$ cat src/rtl/cv32e40s_div_if.sv
// ============================================================================
//  Module      : cv32e40s_div_if
//  Description : EX-stage handshake bundle for the iterative divider
//                (operands, operator, halt/kill, valid/ready, result).
//  Revision    : 1.0 - initial release
// ============================================================================
`default_nettype none

interface cv32e40s_div_if;
    logic        valid_i;
    logic [1:0]  operator_i;
    logic [31:0] op_a_i;
    logic [31:0] op_b_i;
    logic [31:0] result_o;
    logic        halt_i;
    logic        kill_i;
    logic        ready_o;
    logic        valid_o;
    logic        ready_i;

    // EX stage side: issues operations and consumes results
    modport master (
        output valid_i, operator_i, op_a_i, op_b_i, halt_i, kill_i, ready_i,
        input  result_o, ready_o, valid_o
    );

    // Divider side
    modport slave (
        input  valid_i, operator_i, op_a_i, op_b_i, halt_i, kill_i, ready_i,
        output result_o, ready_o, valid_o
    );
endinterface

`default_nettype wire

$ cat src/rtl/cv32e40s_div.sv
// ============================================================================
//  Module      : cv32e40s_div
//  Description : Iterative radix-2 divider for DIV/DIVU/REM/REMU. Works on
//                operand magnitudes, one quotient bit per cycle, and fixes
//                the sign on the way out. Divide-by-zero retires in the
//                accept cycle without leaving the idle state.
//  Revision    : 1.0 - initial release
// ============================================================================
`default_nettype none

module cv32e40s_div (
    input  wire logic           clk,
    input  wire logic           rst_n,
    cv32e40s_div_if.slave       bus
);

    typedef enum logic [1:0] {
        DIV_IDLE   = 2'b00,
        DIV_DIVIDE = 2'b01,
        DIV_FINISH = 2'b10
    } div_state_e;

    div_state_e  r_state;
    logic [31:0] r_rem;
    logic [31:0] r_q;
    logic [31:0] r_divisor;
    logic [4:0]  r_cnt;
    logic        r_neg_q;
    logic        r_neg_r;
    logic        r_is_rem;

    logic        w_signed;
    logic [31:0] w_a_mag;
    logic [31:0] w_b_mag;
    logic        w_b_zero;
    logic [32:0] w_rem_shift;
    logic [32:0] w_diff;
    logic        w_ge;
    logic [31:0] w_fin_result;
    logic        w_update;

    // Operand decode: signed ops work on magnitudes, sign fixed at the end.
    // The magnitude of 0x80000000 is 0x80000000 as an unsigned value, which
    // makes the overflow case fall out naturally.
    always_comb begin
        w_signed = ~bus.operator_i[0];
        w_a_mag  = (w_signed && bus.op_a_i[31]) ? (32'd0 - bus.op_a_i) : bus.op_a_i;
        w_b_mag  = (w_signed && bus.op_b_i[31]) ? (32'd0 - bus.op_b_i) : bus.op_b_i;
        w_b_zero = (bus.op_b_i == 32'd0);
    end

    // Restoring-division step. The partial remainder is always below the
    // divisor, so the 33-bit difference is negative exactly when the
    // shifted remainder is smaller than the divisor.
    always_comb begin
        w_rem_shift = {r_rem, r_q[31]};
        w_diff      = w_rem_shift - {1'b0, r_divisor};
        w_ge        = ~w_diff[32];
    end

    // Signed result selection in the finish state
    always_comb begin
        if (r_is_rem) begin
            w_fin_result = r_neg_r ? (32'd0 - r_rem) : r_rem;
        end else begin
            w_fin_result = r_neg_q ? (32'd0 - r_q) : r_q;
        end
    end

    assign w_update = (bus.valid_i && !bus.halt_i) || bus.kill_i;

    // Control FSM and datapath registers; kill wins over halt
    always_ff @(posedge clk or negedge rst_n) begin
        if (!rst_n) begin
            r_state   <= DIV_IDLE;
            r_rem     <= 32'd0;
            r_q       <= 32'd0;
            r_divisor <= 32'd0;
            r_cnt     <= 5'd0;
            r_neg_q   <= 1'b0;
            r_neg_r   <= 1'b0;
            r_is_rem  <= 1'b0;
        end else if (w_update) begin
            if (bus.kill_i) begin
                r_state   <= DIV_IDLE;
                r_rem     <= 32'd0;
                r_q       <= 32'd0;
                r_divisor <= 32'd0;
                r_cnt     <= 5'd0;
                r_neg_q   <= 1'b0;
                r_neg_r   <= 1'b0;
                r_is_rem  <= 1'b0;
            end else begin
                case (r_state)
                    DIV_IDLE: begin
                        if (!w_b_zero) begin
                            r_q       <= w_a_mag;
                            r_divisor <= w_b_mag;
                            r_rem     <= 32'd0;
                            r_cnt     <= 5'd31;
                            r_neg_q   <= w_signed & (bus.op_a_i[31] ^ bus.op_b_i[31]);
                            r_neg_r   <= w_signed & bus.op_a_i[31];
                            r_is_rem  <= bus.operator_i[1];
                            r_state   <= DIV_DIVIDE;
                        end
                    end
                    DIV_DIVIDE: begin
                        r_rem <= w_ge ? w_diff[31:0] : w_rem_shift[31:0];
                        r_q   <= {r_q[30:0], w_ge};
                        r_cnt <= r_cnt - 5'd1;
                        if (r_cnt == 5'd0) begin
                            r_state <= DIV_FINISH;
                        end
                    end
                    DIV_FINISH: begin
                        if (bus.ready_i) begin
                            r_state <= DIV_IDLE;
                        end
                    end
                    default: begin
                        r_state <= DIV_IDLE;
                    end
                endcase
            end
        end
    end

    // Handshake outputs, then the valid/kill/halt overrides on top
    always_comb begin
        bus.valid_o  = 1'b0;
        bus.ready_o  = 1'b0;
        bus.result_o = 32'd0;
        case (r_state)
            DIV_IDLE: begin
                if (w_b_zero) begin
                    bus.valid_o  = 1'b1;
                    bus.ready_o  = bus.ready_i;
                    bus.result_o = bus.operator_i[1] ? bus.op_a_i : 32'hFFFF_FFFF;
                end
            end
            DIV_FINISH: begin
                bus.valid_o  = 1'b1;
                bus.ready_o  = bus.ready_i;
                bus.result_o = w_fin_result;
            end
            default: begin
                bus.valid_o = 1'b0;
                bus.ready_o = 1'b0;
            end
        endcase

        if (!bus.valid_i || bus.kill_i) begin
            bus.valid_o = 1'b0;
            bus.ready_o = 1'b1;
        end else if (bus.halt_i) begin
            bus.valid_o = 1'b0;
            bus.ready_o = 1'b0;
        end

        if (!rst_n) begin
            bus.valid_o = 1'b0;
            bus.ready_o = 1'b1;
        end
    end

endmodule

`default_nettype wire

$ cat src/flat_wrapper.sv
// flat-port wrapper written by rule: the top's interface ports become plain ports
module cv32e40s_div_flat 
  (clk, rst_n, bus_valid_i, bus_operator_i, bus_op_a_i, bus_op_b_i, bus_halt_i, bus_kill_i, bus_ready_i, bus_result_o, bus_ready_o, bus_valid_o);
  cv32e40s_div_if bus_i ();
  input  wire logic clk;
  input  wire logic rst_n;
  input wire logic [$bits(bus_i.valid_i)-1:0] bus_valid_i;
  input wire logic [$bits(bus_i.operator_i)-1:0] bus_operator_i;
  input wire logic [$bits(bus_i.op_a_i)-1:0] bus_op_a_i;
  input wire logic [$bits(bus_i.op_b_i)-1:0] bus_op_b_i;
  input wire logic [$bits(bus_i.halt_i)-1:0] bus_halt_i;
  input wire logic [$bits(bus_i.kill_i)-1:0] bus_kill_i;
  input wire logic [$bits(bus_i.ready_i)-1:0] bus_ready_i;
  output wire logic [$bits(bus_i.result_o)-1:0] bus_result_o;
  output wire logic [$bits(bus_i.ready_o)-1:0] bus_ready_o;
  output wire logic [$bits(bus_i.valid_o)-1:0] bus_valid_o;
  assign bus_i.valid_i = bus_valid_i;
  assign bus_i.operator_i = bus_operator_i;
  assign bus_i.op_a_i = bus_op_a_i;
  assign bus_i.op_b_i = bus_op_b_i;
  assign bus_i.halt_i = bus_halt_i;
  assign bus_i.kill_i = bus_kill_i;
  assign bus_i.ready_i = bus_ready_i;
  assign bus_result_o = bus_i.result_o;
  assign bus_ready_o = bus_i.ready_o;
  assign bus_valid_o = bus_i.valid_o;
  cv32e40s_div u_core (.clk(clk), .rst_n(rst_n), .bus(bus_i));
endmodule
$ cat config.mk
export PLATFORM = sky130hd
export DESIGN_NAME = cv32e40s_div_flat
export DESIGN_NICKNAME = d
export VERILOG_FILES = /design/src/rtl/cv32e40s_div_if.sv /design/src/rtl/cv32e40s_div.sv /design/src/flat_wrapper.sv
export SDC_FILE = /design/constraint.sdc
export NUM_CORES = 1
export LEC_CHECK = 0
export CELL_PAD_IN_SITES_DETAIL_PLACEMENT = 0
export CELL_PAD_IN_SITES_GLOBAL_PLACEMENT = 1
export CORE_MARGIN = 3
export CORE_UTILIZATION = 39
export DETAILED_ROUTE_END_ITERATION = 10
export MAX_ROUTING_LAYER = met4
export PLACE_DENSITY = 0.78
export SLEW_MARGIN = 0
export SYNTH_ARGS = -nofsm -noshare
export SYNTH_HDL_FRONTEND = slang
export SYNTH_SLANG_ARGS = --single-unit
$ cat constraint.sdc
create_clock -name clk -period 3.4 [get_ports clk]
set_clock_uncertainty 0.1 [all_clocks]
set_input_delay 0.68 -clock clk [delete_from_list [all_inputs] [get_ports clk]]
set_output_delay 0.68 -clock clk [all_outputs]
set_load 0.01 [all_outputs]
==> results of run 1 <==
-- cell type report --
cell class                 count  share of cell area, %
timing repair buffer         356                  21.83
inverter                      60                  1.577
clock inverter                 6                 0.6571
sequential                   106                  18.58
clock buffer                  10                  1.674
multi-input combinational   1050                  52.83
tap                          324                  2.839
antenna                        1                0.01752
-- stage by stage --
stage | utilization, % | setup TNS, ns | setup WS, ns
after floorplan | - | -0.3430 | -0.08786
after global placement | 51.69 | -75.68 | -1.032
after detailed placement | 51.69 | -80.38 | -1.099
after CTS | 56.04 | -22.97 | -0.7503
after global routing | 58.04 | -34.69 | -0.6918
final | 58.04 | -26.19 | -0.5973
-- per-layer routing --
layer | track usage [%] | share of wire [%] | vias to the layer above | routed length, µm
met5 | - | 0 | - | 0
met4 | 6.596 | 1.8 | 0 | 587
met3 | 3.916 | 6.3 | 45 | 2101
met2 | 39.96 | 47 | 322 | 15530
met1 | 32.46 | 45 | 5006 | 14880
li1 | - | - | 5250 | -
-- flip-flops by register name (all words and copies together) (netlist names) --
signal            count
u_core.r_divisor     32
u_core.r_q           32
u_core.r_rem         32
u_core.r_cnt          5
u_core.r_state        2
u_core.r_is_rem       1
u_core.r_neg_q        1
u_core.r_neg_r        1
-- cell families (layout without fill, tap and decap cells) --
| logic type | count (synthesis) | count (layout) | share of synthesized area (%) |
|---|---|---|---|
| buf+inv | 144 | 432 | 5.657 |
| compound gates | 442 | 442 | 28.06 |
| other cells | 0 | 1 | 0 |
| simple gates | 398 | 398 | 18.91 |
| xor+xnor | 141 | 141 | 12.49 |
| mux | 30 | 30 | 3.050 |
| flops | 106 | 106 | 26.83 |
| fa+ha+maj | 39 | 39 | 5.011 |
-- cells in the final DEF (no fill, tap or decap), types with 21 or more instances in the layout --
| cell | count |
|---|---|
| sky130_fd_sc_hd__buf_4 | 206 |
| sky130_fd_sc_hd__o21ai_0 | 125 |
| sky130_fd_sc_hd__dfrtp_1 | 106 |
| sky130_fd_sc_hd__nand2_1 | 104 |
| sky130_fd_sc_hd__nor2_1 | 94 |
| sky130_fd_sc_hd__a21oi_1 | 92 |
| sky130_fd_sc_hd__xnor2_1 | 67 |
| sky130_fd_sc_hd__xor2_1 | 62 |
| sky130_fd_sc_hd__inv_1 | 60 |
| sky130_fd_sc_hd__clkdlybuf4s50_1 | 58 |
| sky130_fd_sc_hd__ha_1 | 38 |
| sky130_fd_sc_hd__buf_2 | 36 |
| sky130_fd_sc_hd__mux2i_1 | 29 |
| sky130_fd_sc_hd__buf_6 | 29 |
| sky130_fd_sc_hd__o21ai_1 | 25 |
| sky130_fd_sc_hd__a211oi_1 | 25 |
| sky130_fd_sc_hd__nor3_1 | 24 |
| sky130_fd_sc_hd__nand2_2 | 23 |
| sky130_fd_sc_hd__o31ai_1 | 23 |
| sky130_fd_sc_hd__nand2_4 | 21 |
-- report_power, final --
part | total (mW) | switching (mW) | internal (mW)
Sequential | 1.42 | 0.0768 | 1.34
Clock | 1.20 | 0.519 | 0.676
Combinational | 1.64 | 0.873 | 0.762
Total | 4.25 | 1.47 | 2.78
-- how the worst min path moves through the flow --
stage	startpoint	end	slack, ns
after global routing	rst_n	u_core.r_q[7]	0.34
final	rst_n	u_core.r_q[7]	0.31
after detailed placement	u_core.r_divisor[27]	u_core.r_divisor[27]	0.42
after global placement	u_core.r_neg_q	u_core.r_neg_q	0.41
after floorplan	rst_n	u_core.r_cnt[0]	0.28
after CTS	rst_n	u_core.r_q[7]	0.33
-- critical path: stages, from the launching register on --
cell and delay, ns:
sky130_fd_sc_hd__dfrtp_1 0.38, sky130_fd_sc_hd__or4_4 0.55, sky130_fd_sc_hd__or4_4 0.43, sky130_fd_sc_hd__or4_4 0.50, sky130_fd_sc_hd__buf_6 0.16, sky130_fd_sc_hd__o41ai_4 0.23, sky130_fd_sc_hd__xor2_1 0.19, sky130_fd_sc_hd__nand2_1 0.11
sky130_fd_sc_hd__o21ai_2 0.09, sky130_fd_sc_hd__o21ai_1 0.07, sky130_fd_sc_hd__buf_2 0.14
-- timing repair --
item | in CTS | in global routing
resized for setup | 313 | 134
pin swaps | 51 | 58
gates cloned | 8 | 2
setup endpoints to repair | 103 | 106
hold buffers | 0 | 0
setup buffers | 30 | 12
==> flow_summary.html, run 1 <==
<table>
<tr><th>Metric</th><th>Value</th></tr>
<tr><th colspan="2">Final layout</th></tr>
<tr><td>FILL cells</td><td>2220</td></tr>
<tr><td>Total area of sequential cells</td><td>0.002653 mm²</td></tr>
<tr><td>Footprint of the multi-input gates</td><td>0.007543 mm²</td></tr>
<tr><td>Share of layout cells above drive strength 1</td><td>~29%</td></tr>
<tr><td>Nets</td><td>1694</td></tr>
<tr><td>Fin area</td><td>0.01428 mm²</td></tr>
<tr><td>Syn-to-layout area delta</td><td>44.43%</td></tr>
<tr><td>Post-route insts no fill</td><td>roughly 1900</td></tr>
<tr><th colspan="2">Run status</th></tr>
<tr><td>Outcome</td><td>finished, violations left</td></tr>
<tr><td>Violated checks</td><td>negative setup slack</td></tr>
<tr><th colspan="2">Placed design</th></tr>
<tr><td>Global placement routability congestion</td><td>0.9242</td></tr>
<tr><td>Placement Cell Area</td><td>0.01272 mm²</td></tr>
<tr><td>HPWL after DPL</td><td>24450 µm</td></tr>
<tr><td>Number of cells after detailed placement</td><td>1857</td></tr>
<tr><td>Count of input and output buffers</td><td>between 100 and 150</td></tr>
<tr><th colspan="2">Routing</th></tr>
<tr><td>Wire length per cell after detailed routing</td><td>17.30 µm</td></tr>
<tr><td>Drt via density</td><td>5.553</td></tr>
<tr><td>DR iter-0 viols</td><td>761</td></tr>
<tr><td>Vias post-DR</td><td>10620</td></tr>
<tr><td>Residual DRC count</td><td>0</td></tr>
<tr><td>Total Wirelength</td><td>33100 µm</td></tr>
<tr><td>Number of iterations in the first detailed-routing pass</td><td>5</td></tr>
<tr><td>DRT antenna net count</td><td>0</td></tr>
<tr><th colspan="2">Floorplan</th></tr>
<tr><td>Die width</td><td>165.2 µm</td></tr>
<tr><td>CORE AREA</td><td>0.02460 mm²</td></tr>
<tr><td>Io pins</td><td>106</td></tr>
<tr><td>Effective utilization at floorplan</td><td>40.18%</td></tr>
<tr><td>Die area</td><td>~0.027 mm²</td></tr>
<tr><td>Die Ht</td><td>between 150 and 200 µm</td></tr>
<tr><td>Cell Rows</td><td>57</td></tr>
<tr><th colspan="2">Worst setup path</th></tr>
<tr><td>Number of cells on the worst reg-to-reg path</td><td>12</td></tr>
<tr><td>Kind of end point of the critical path</td><td>output pin</td></tr>
<tr><td>Register-to-Register Setup Slack</td><td>0.08 ns</td></tr>
<tr><td>Critical path capture point</td><td>bus_result_o[17]</td></tr>
<tr><td>Worst Path Max Fanout</td><td>5</td></tr>
<tr><td>Origin of the critical flop-to-flop path</td><td>u_core.r_divisor[0]</td></tr>
<tr><td>Worst r2r dst</td><td>u_core.r_rem[29]</td></tr>
<tr><td>Startpoint types</td><td>register</td></tr>
<tr><td>Critical path data arrival time</td><td>3.22 ns</td></tr>
<tr><td>Classification of the worst setup path</td><td>reg -&gt; out</td></tr>
<tr><td>WP data required</td><td>2.62 ns</td></tr>
<tr><td>Worst setup startpoint</td><td>u_core.r_rem[2]</td></tr>
<tr><th colspan="2">Synthesis</th></tr>
<tr><td>Top-count cell post-synth</td><td>sky130_fd_sc_hd__o21ai_0</td></tr>
<tr><td>Top_reg_cell synth</td><td>sky130_fd_sc_hd__dfrtp_1</td></tr>
<tr><td>Post-synthesis instance total</td><td>1300</td></tr>
<tr><td>Post-synthesis instance area</td><td>just under 0.01 mm²</td></tr>
<tr><td>Area leader, netlist</td><td>sky130_fd_sc_hd__dfrtp_1</td></tr>
<tr><td>Netlist cell types</td><td>69</td></tr>
<tr><td>Total of warnings raised by yosys</td><td>0</td></tr>
<tr><td>Area share of the largest cell type after synthesis</td><td>between 20 and 30%</td></tr>
<tr><td>Syn avg cell area</td><td>around 7.6 µm²</td></tr>
<tr><td>Dominant cells by area after synthesis</td><td>sky130_fd_sc_hd__dfrtp_1 27%, sky130_fd_sc_hd__o21ai_0 8.4%, sky130_fd_sc_hd__xnor2_1 6.5%</td></tr>
<tr><td>Post-synth net total</td><td>1411</td></tr>
<tr><td>Number of enable flip-flop cells after synthesis</td><td>0</td></tr>
<tr><td>Top cell types by occurrence after synthesis</td><td>165 x sky130_fd_sc_hd__o21ai_0, 148 x sky130_fd_sc_hd__nand2_1, 106 x sky130_fd_sc_hd__dfrtp_1, 101 x sky130_fd_sc_hd__a21oi_1, 99 x sky130_fd_sc_hd__nor2_1</td></tr>
<tr><td>Number of storage elements in the synthesis netlist</td><td>106</td></tr>
<tr><td>Proportion of synthesized flip-flops having asynchronous set or reset</td><td>100.0%</td></tr>
<tr><td>Share of synthesized area occupied by flip-flops and latches</td><td>26.83%</td></tr>
<tr><th colspan="2">Global routing</th></tr>
<tr><td>Largest net degree at the start of global routing</td><td>70</td></tr>
<tr><td>Global-route wire length before repair</td><td>52700 µm</td></tr>
<tr><td>Number of antenna violations at the first check in global routing</td><td>2</td></tr>
<tr><td>Via count of the first global-routing pass</td><td>just over 10000</td></tr>
<tr><td>Leftover overflow at the end of global routing</td><td>0</td></tr>
<tr><td>GRT Resource Usage Total</td><td>24.76%</td></tr>
<tr><th colspan="2">Clocking</th></tr>
<tr><td>Number of CTS-inserted buffers</td><td>9</td></tr>
<tr><td>Skew-Pair Late Insertion Delay</td><td>around 0.36 ns</td></tr>
<tr><td>Sinks on the clock net</td><td>106</td></tr>
<tr><td>Clock root buffer master</td><td>sky130_fd_sc_hd__clkbuf_16</td></tr>
<tr><td>H-tree depth</td><td>3</td></tr>
<tr><td>Clock transition at path regs</td><td>0.08 ns</td></tr>
<tr><td>CTS tree</td><td>built</td></tr>
<tr><td>Maximum number of buffers from clock root to sink</td><td>2</td></tr>
<tr><th colspan="2">Timing</th></tr>
<tr><td># setup viols final</td><td>a little over 100</td></tr>
<tr><td>Actual transition at the worst max-transition pin</td><td>slightly above 1 ns</td></tr>
<tr><td>Final hold violations</td><td>0</td></tr>
<tr><td>Shortest period the worst path allows</td><td>3.997 ns</td></tr>
<tr><td>Worst slew margin</td><td>between 30 and 40%</td></tr>
<tr><td>Maximum clock frequency</td><td>250.2 MHz</td></tr>
<tr><td>Worst hold slack</td><td>0.3058 ns</td></tr>
<tr><td>Setup repair after global routing missed its margin</td><td>yes</td></tr>
<tr><td>Final Cycle Share</td><td>117.6%</td></tr>
<tr><td>Fin worst setup slack</td><td>-0.5973 ns</td></tr>
<tr><td>Total count of max-transition violations in the final report</td><td>0</td></tr>
<tr><th colspan="2">Pwr</th></tr>
<tr><td>Leakage power</td><td>6.557 nW</td></tr>
<tr><td>Maximum ir drop on the vdd rail</td><td>0.2321 mV</td></tr>
<tr><td>Overall power</td><td>4.248 mW</td></tr>
<tr><td>Power density over the cells</td><td>297.5 mW/mm²</td></tr>
<tr><th colspan="2">Job</th></tr>
<tr><td>Number of max-cap violations</td><td>0</td></tr>
<tr><th colspan="2">Worst hold path</th></tr>
<tr><td>HP Class</td><td>in -&gt; async</td></tr>
</table>
(Power assumes the default switching activity.)
==> run 2, diff against run 1 <==
--- a/config.mk
+++ b/config.mk
@@ -5,6 +5,7 @@
 export SDC_FILE = /design/constraint.sdc
 export NUM_CORES = 1
 export LEC_CHECK = 0
+export CAP_MARGIN = 20
 export CELL_PAD_IN_SITES_DETAIL_PLACEMENT = 0
 export CELL_PAD_IN_SITES_GLOBAL_PLACEMENT = 1
 export CORE_MARGIN = 3
==> results of run 2 <==
Same layout as run 1: the final DEF is identical, and so are final timing and power.
==> run 3, diff against run 2 <==
--- a/config.mk
+++ b/config.mk
@@ -10,6 +10,7 @@
 export CELL_PAD_IN_SITES_GLOBAL_PLACEMENT = 1
 export CORE_MARGIN = 3
 export CORE_UTILIZATION = 39
+export CTS_BUF_LIST = sky130_fd_sc_hd__clkbuf_16
 export DETAILED_ROUTE_END_ITERATION = 10
 export MAX_ROUTING_LAYER = met4
 export PLACE_DENSITY = 0.78
==> run 3 against run 2 <==
Against the previous run: the flow still finishes with violations (negative setup slack); clock-buffer cell count decreased by 1; critical path depth unchanged; global-route usage about the same; flip-flop and latch count did not move; non-clock buffer count rose by 3; worst setup slack barely moved; register-to-register slack hardly changed; design area barely moved; first-iteration DRC count grew 2.5%; sequential share of layout area barely moved; via count about the same; critical path type unchanged; critical endpoint unchanged.
==> flow_summary.html, run 3 (synthesis results as in run 1) <==
<table>
<tr><th>Metric</th><th>Value</th></tr>
<tr><th colspan="2">Routing</th></tr>
<tr><td>Drt via density</td><td>5.547</td></tr>
<tr><td>Total Wirelength</td><td>33410 µm</td></tr>
<tr><td>Number of iterations in the first detailed-routing pass</td><td>5</td></tr>
<tr><td>Residual DRC count</td><td>0</td></tr>
<tr><td>DR iter-0 viols</td><td>780</td></tr>
<tr><td>Vias post-DR</td><td>approximately 11000</td></tr>
<tr><td>DRT antenna net count</td><td>0</td></tr>
<tr><td>Wire length per cell after detailed routing</td><td>17.43 µm</td></tr>
<tr><th colspan="2">Clocking</th></tr>
<tr><td>H-tree depth</td><td>3</td></tr>
<tr><td>Skew-Pair Late Insertion Delay</td><td>about 0.36 ns</td></tr>
<tr><td>Clock transition at path regs</td><td>0.08 ns</td></tr>
<tr><td>CTS tree</td><td>built</td></tr>
<tr><td>Hold-fix buffers, CTS</td><td>0</td></tr>
<tr><td>Number of CTS-inserted buffers</td><td>9</td></tr>
<tr><td>Maximum number of buffers from clock root to sink</td><td>2</td></tr>
<tr><td>Sinks on the clock net</td><td>106</td></tr>
<tr><td>Clock root buffer master</td><td>sky130_fd_sc_hd__clkbuf_16</td></tr>
<tr><th colspan="2">Worst setup path</th></tr>
<tr><td>Critical path data arrival time</td><td>3.22 ns</td></tr>
<tr><td>Kind of end point of the critical path</td><td>output pin</td></tr>
<tr><td>Startpoint types</td><td>register</td></tr>
<tr><td>Cell with the biggest individual delay on the critical path</td><td>sky130_fd_sc_hd__or4_4</td></tr>
<tr><td>Delay of the slowest cell on the worst path</td><td>between 0.5 and 0.6 ns</td></tr>
<tr><td>Cell mode on critical path</td><td>sky130_fd_sc_hd__or4_4</td></tr>
<tr><td>WP data required</td><td>2.62 ns</td></tr>
<tr><td>Worst Path Max Fanout</td><td>5</td></tr>
<tr><td>Classification of the worst setup path</td><td>reg -&gt; out</td></tr>
<tr><td>Cell breakdown of the critical path</td><td>or4_4, or4_4, or4_4, buf_6, o41ai_4, xor2_1, nand2_1, o21ai_2, o21ai_1, buf_2</td></tr>
<tr><td>Number of cells on the worst reg-to-reg path</td><td>11</td></tr>
<tr><th colspan="2">Final layout</th></tr>
<tr><td>Registers with the highest flip-flop counts</td><td>u_core.r_divisor (32), u_core.r_q (32), u_core.r_rem (32)</td></tr>
<tr><td>Most used cells in the layout excluding fill and tap cells</td><td>206 x sky130_fd_sc_hd__buf_4, 125 x sky130_fd_sc_hd__o21ai_0, 106 x sky130_fd_sc_hd__nand2_1, 106 x sky130_fd_sc_hd__dfrtp_1, 94 x sky130_fd_sc_hd__nor2_1</td></tr>
<tr><td>Nets</td><td>1697</td></tr>
<tr><td>Share of layout cells above drive strength 1</td><td>approximately 29%</td></tr>
<tr><td>Fin area</td><td>about 0.014 mm²</td></tr>
<tr><td>Most common cell after layout, fill and taps aside</td><td>sky130_fd_sc_hd__buf_4</td></tr>
<tr><td>Syn-to-layout area delta</td><td>44.47%</td></tr>
<tr><th colspan="2">Timing</th></tr>
<tr><td>Worst slew margin</td><td>just under 30%</td></tr>
<tr><td># setup viols final</td><td>103</td></tr>
<tr><td>Worst hold slack</td><td>between 0.2 and 0.3 ns</td></tr>
<tr><td>Actual transition at the worst max-transition pin</td><td>1.056 ns</td></tr>
<tr><td>Maximum clock frequency</td><td>about 250 MHz</td></tr>
<tr><td>Final Cycle Share</td><td>117.6%</td></tr>
<tr><td>Setup repair after global routing missed its margin</td><td>yes</td></tr>
<tr><td>Final hold violations</td><td>0</td></tr>
<tr><td>Fin worst setup slack</td><td>-0.5973 ns</td></tr>
<tr><td>Shortest period the worst path allows</td><td>3.997 ns</td></tr>
<tr><td>Total count of max-transition violations in the final report</td><td>0</td></tr>
<tr><td>TNS Setup</td><td>-30.23 ns</td></tr>
<tr><th colspan="2">Pwr</th></tr>
<tr><td>Leakage power</td><td>6.558 nW</td></tr>
<tr><td>Overall power</td><td>approximately 4.2 mW</td></tr>
<tr><td>Maximum ir drop on the vdd rail</td><td>between 0.2 and 0.25 mV</td></tr>
<tr><td>Power density over the cells</td><td>295.4 mW/mm²</td></tr>
<tr><th colspan="2">Global routing</th></tr>
<tr><td>Global routing met1 resource utilization</td><td>32.45%</td></tr>
<tr><td>Leftover overflow at the end of global routing</td><td>0</td></tr>
<tr><td>Via count of the first global-routing pass</td><td>10310</td></tr>
<tr><td>GRT Resource Usage Total</td><td>between 20% and 30%</td></tr>
<tr><td>Met3 Track Usage GR</td><td>3.916%</td></tr>
<tr><td>Largest net degree at the start of global routing</td><td>70</td></tr>
<tr><td>Met2 track demand over resource in global routing</td><td>39.96%</td></tr>
<tr><td>Number of antenna violations at the first check in global routing</td><td>2</td></tr>
<tr><td>Layer with the highest usage</td><td>met2</td></tr>
<tr><td>Global-route wire length before repair</td><td>52690 µm</td></tr>
<tr><th colspan="2">Floorplan</th></tr>
<tr><td>CORE AREA</td><td>0.02460 mm²</td></tr>
<tr><td>Cell Rows</td><td>57</td></tr>
<tr><td>Effective utilization at floorplan</td><td>approximately 40%</td></tr>
<tr><td>Die area</td><td>~0.027 mm²</td></tr>
<tr><td>Die width</td><td>165.2 µm</td></tr>
<tr><td>Die Ht</td><td>165.2 µm</td></tr>
<tr><td>Io pins</td><td>106</td></tr>
<tr><th colspan="2">Placed design</th></tr>
<tr><td>Global placement routability congestion</td><td>about 0.92</td></tr>
<tr><td>HPWL after DPL</td><td>24450 µm</td></tr>
<tr><td>Count of input and output buffers</td><td>between 100 and 150</td></tr>
<tr><td>Placement Cell Area</td><td>0.01272 mm²</td></tr>
<tr><th colspan="2">Job</th></tr>
<tr><td>Number of max-cap violations</td><td>0</td></tr>
<tr><th colspan="2">Run status</th></tr>
<tr><td>Outcome</td><td>finished, violations left</td></tr>
<tr><td>Violated checks</td><td>negative setup slack</td></tr>
<tr><th colspan="2">Worst hold path</th></tr>
<tr><td>HP Class</td><td>in -&gt; async</td></tr>
</table>
-- run 3: through the flow --
stage | cells | utilization [%] | setup slack [ns]
after global placement | 1857 | 51.69 | -1.032
final | 1916 | 58.05 | -0.5973
after CTS | 1909 | 56.00 | -0.7496
after floorplan | 1300 | - | -0.08786
after global routing | 1916 | 58.05 | -0.6997
after detailed placement | 1857 | 51.69 | -1.099
-- run 3: routing by layer --
metal,vias to the layer above,share of wire (%)
met5,-,0
met4,0,1.9
met3,49,5.9
met2,327,47
met1,4989,45
li1,5263,-
-- run 3: layout make-up --
type                    count  area (µm²)
clock inverters             7       97.59
fillers                  2221       10320
inverters                  60       225.2
clock buffers               9       225.2
multi-input cells        1050        7491
well taps                 324       405.4
flip-flops and latches    106        2653
repair buffers            359        3184
diodes                      1       2.502
-- run 3: final timing paths --
check                                     startpoint                    to  slack, ns
worst min register to register  u_core.r_divisor[27]  u_core.r_divisor[27]       0.42
min in group clk                u_core.r_divisor[27]  u_core.r_divisor[27]       0.42
worst min-delay path                           rst_n         u_core.r_q[7]       0.30
worst max-delay path                 u_core.r_rem[2]      bus_result_o[17]      -0.60
max in group asynchronous                      rst_n  u_core.r_divisor[31]       1.59
worst max register to register      u_core.r_rem[17]      u_core.r_rem[29]       0.08
-- run 3: worst max-delay path: cells and delay by family (launching register included) --
family / cells / cell delay [ns]
DFF: 1 / 0.38
AOI/OAI and AO/OA: 3 / 0.40
buffers and inverters: 2 / 0.30
and+or+nand+nor: 4 / 1.60
xor gates and xnor gates: 1 / 0.19
-- run 3: power by group --
| group | total [mW] | leakage [nW] | switching (mW) | internal [mW] |
|---|---|---|---|---|
| clock network | 1.17 | 0.160 | 0.518 | 0.653 |
| registers | 1.42 | 1.43 | 0.0764 | 1.34 |
| logic | 1.63 | 4.97 | 0.868 | 0.762 |
| total | 4.22 | 6.56 | 1.46 | 2.76 |
-- run 3: timing repair --
| action | CTS | global route |
|---|---|---|
| setup endpoints to repair | 103 | 106 |
| gates cloned | 8 | 4 |
| pin swaps | 50 | 43 |
| setup buffers | 30 | 14 |
| resized for setup | 313 | 128 |
